`config.mk`:
```
export PLATFORM = sky130hd
export DESIGN_NAME = contador_sin_dec
export DESIGN_NICKNAME = d
export VERILOG_FILES = /design/src/rtl/contador_sin_dec.sv
export SDC_FILE = /design/constraint.sdc
export NUM_CORES = 1
export LEC_CHECK = 0
export ABC_AREA = 1
export CAP_MARGIN = 25
export CORE_MARGIN = 2
export CORE_UTILIZATION = 46
export DETAILED_ROUTE_END_ITERATION = 12
export PLACE_DENSITY = 0.71
export SYNTH_ARGS = -nofsm -noshare
export SYNTH_HDL_FRONTEND = slang
export SYNTH_SLANG_ARGS = --single-unit
```
`constraint.sdc`:
```
create_clock -name clk -period 1.6 [get_ports clk]
set_clock_uncertainty 0.2 [all_clocks]
set_input_delay 0.32 -clock clk [delete_from_list [all_inputs] [get_ports clk]]
set_output_delay 0.32 -clock clk [all_outputs]
set_load 0.1 [all_outputs]
```
`src/rtl/contador_sin_dec.sv`:
```
// Programmable down-counter with terminal-count pulse, stop-at-zero or auto-reload.
// Build option: define CONTADOR_DEC_ACTIVE_LOW_OUT_EN to drive count inverted (active-low LEDs).
module contador_sin_dec #(
   parameter int WIDTH        = 3,
   parameter int RESET_RELOAD = 7
) (
   input  logic             clk,
   input  logic             rstn,
   input  logic             load,
   input  logic [WIDTH-1:0] load_val,
   input  logic             start,
   input  logic             en,
   input  logic             auto_reload,
   output logic [WIDTH-1:0] count,
   output logic             tc,
   output logic             busy,
   output logic             done
);

   typedef enum logic [1:0] {IDLE, RUN, DONE} state_t;

   state_t           state;
   logic [WIDTH-1:0] cnt;
   logic [WIDTH-1:0] reload;
   logic             tc_r;

   always_ff @(posedge clk) begin
      if (!rstn) begin
         cnt    <= '0;
         reload <= WIDTH'(RESET_RELOAD);
         state  <= IDLE;
         tc_r   <= 1'b0;
      end else begin
         tc_r <= 1'b0;
         if (load) begin
            cnt    <= load_val;
            reload <= load_val;
            state  <= (load_val != '0) ? RUN : DONE;
         end else if (start && state != RUN) begin
            cnt   <= reload;
            state <= (reload != '0) ? RUN : DONE;
         end else if (state == RUN) begin
            // Zero in RUN only persists in auto-reload mode; it is the wrap cycle.
            if (cnt == '0) begin
               if (!auto_reload)
                  state <= DONE;
               else if (en)
                  cnt <= reload;
            end else if (en) begin
               if (cnt == WIDTH'(1)) begin
                  cnt  <= '0;
                  tc_r <= 1'b1;
                  if (!auto_reload)
                     state <= DONE;
               end else begin
                  cnt <= cnt - WIDTH'(1);
               end
            end
         end
      end
   end

`ifdef CONTADOR_DEC_ACTIVE_LOW_OUT_EN
   assign count = ~cnt;
`else
   assign count = cnt;
`endif

   assign tc   = tc_r;
   assign busy = (state == RUN);
   assign done = (state == DONE);

endmodule

```
==> flow_summary.toml <==
[timing]
slew-limit-headroom = 0.886
min_period_over_period = 0.963
fmax_mhz = 649
setup_tns_ns = 0
rsz0062_at_grt = "no"
hold_violations = 0
fin_crit_ns = 1.54
report.final.slew_viol_count = 0
finalSetupViolations = 0
tightest_slew_ns = 0.171

[placement]
portBuffers = 14
globalplace.congestion = 0.858
dp_hpwl_um = 1130

[routing]
drt_iter0_markers = 14
drcViolationCount = 0
wl_per_cell_um = 9.74
routed_via_density = 4.78
drtPass1Iterations = 4
num_vias = 664
wirelength_um = 1350
postRouteAntennaNets = 0

[clock_tree]
cts_tree = "done"
cts_root_buffer = "clkbuf_4"
clk_pin_slew_worst_paths_ns = 0.06
htreeDepth = 1
cts_buffers = 3
insertion_delay_ns = 0.26
clock_path_buffers = 2
cts.sinks = 9

[grt]
gr-total-overflow = 0
antenna_found_initial = 0
grt_max_degree = 7
grt_pass1_wl_um = 2210
grt.total_usage = 0.207
grt_pass1_vias = 555

[finish]
mostFrequentLayoutCells = "nand2_1, nor2_1, buf_4, inv_1, nand3_1"
drive_above_1_share = 0.331
final_util = 0.771
fin_nets = 137
areaGrowthSynthToFinish_pct = 58.9
antennaDiodeCount = 0
layout_commonest_cell = "nand2_1"

[worst_setup_path]
worst-path-stages = 4
end_kind = "output port"
cp_num_buf_inv = 3
crit_chain = "inv_2 > nand2_4 > clkinvlp_4 > buf_12"
cp_top_family = "flip-flops"
rr_worst_depth = 9
slowest_stage = "dfxtp_1"
path_class = "reg2out"
cp_data_arrival_time_ns = 1.02
slowest_delay_ns = 0.35
worstPathRequired_ns = 1.08
crit_fanout = 2
crit_path_start_kind = "flip-flop"

[synth]
yosys.area_share.simple = 0.445
synth_top_cell_by_area = "dfxtp_1"
synthXorXnorAreaFrac = 0.0142
syn-cell-area_um2 = 616
synthMuxAreaShare = 0
syn_nets = 108
synth_fa_ha_area_frac = 0.0610
yosys.area.top_type_share = 0.293
synth_top_family_by_area = "simple AND/OR/NAND/NOR gates"
syn_inst = 96
synthTopCellsByArea = "dfxtp_1, nand2_1, nor2_1"
ys_seq_elements = 9
synth_area_per_cell_um2 = 6.41
synth-compound-area-share = 0.0772
yosys_warnings = 0
seq_area_frac_synth = 0.293
synth.distinct_cells = 20

[power]
finalPower_uw = 956
ir_drop_mv = 0.801
power-per-cell-area_nw_per_um2 = 977
p_leak_nw = 0.486

[floorplan]
core_area_um2 = 1270
die_area_um2 = 1650
die_w_um = 40.6
initial_core_util = 0.485
ioPinCount = 15
rows = 13
fp.dieH_um = 40.6

[worst_hold_path]
hold_depth = 2
hold_class = "reg2reg"

[flow_run]
maxCapViolCount = 0

[outcome]
status = "finished clean"
-- path summary, 6_finish.rpt --
check | startpoint | end | slack [ns]
setup / recovery | state[1] | busy | 0.06
hold / removal | state[1] | state[1] | 0.28
setup reg to reg | state[1] | count[0] | 0.13
hold reg to reg | state[1] | state[1] | 0.28
-- metrics by stage --
stage | hold WS, ns | area [um2] | instances | setup slack (ns)
6_report | 0.280 | 978 | 139 | 0.0586
5_1_grt | 0.306 | 978 | 139 | 0.00151
4_1_cts | 0.269 | 972 | 139 | 0.0209
3_5_place_dp | 0.259 | 938 | 134 | -0.215
3_3_place_gp | 0.253 | 938 | 134 | -0.207
2_1_floorplan | 0.189 | 656 | 96 | 0.00890
-- cells by family after synthesis --
family | Yosys count
AOI/OAI and AO/OA | 9
and+or+nand+nor | 58
xor gates and xnor gates | 1
buffers and inverters | 16
DFF | 9
adders and majority gates | 3
-- sequential cells by signal, indices dropped and copies added (netlist names) --
signal / cells
count: 3
reload: 3
state: 2
tc: 1
-- report_power, final --
group / total, mW / internal (mW) / switching (mW) / leakage (nW)
clock network: 0.182 / 0.0965 / 0.0858 / 0.0150
registers: 0.282 / 0.253 / 0.0288 / 0.0765
logic: 0.492 / 0.193 / 0.299 / 0.394
total: 0.956 / 0.543 / 0.413 / 0.486
-- layout make-up --
cell class | instances | area [um2]
multi-input combinational | 71 | 390
fill | 95 | 290
timing repair buffer | 25 | 285
sequential | 9 | 193
inverter | 15 | 65.1
clock buffer | 4 | 26.3
tap | 15 | 18.8
-- worst min-delay path: stages (launching register included) --
cell and delay (ns):
dfxtp_1 0.32, nand2_1 0.06, a21oi_1 0.05
-- per-layer routing --
metal,global-route usage,routed length (um),vias to the layer above
met3,0.0333,74,4
met5,0,0,-
li1,-,-,359
met2,0.333,605,19
met1,0.265,646,282
met4,0.100,27,0
-- cell usage after synthesis (all sizes together) --
library cell / count
nand2: 29
nor2: 17
inv: 15
dfxtp: 9
nand3: 9
a21oi: 4
o21ai: 4
ha: 3
a21boi: 1
buf: 1
nand3b: 1
nand4: 1
nor3: 1
xor2: 1
-- what timing repair did --
action,in CTS,in global routing
buffers inserted,1,0
hold buffers,0,0
gates resized for setup,0,7
setup endpoints to repair,1,4
(Power assumes the default switching activity.)
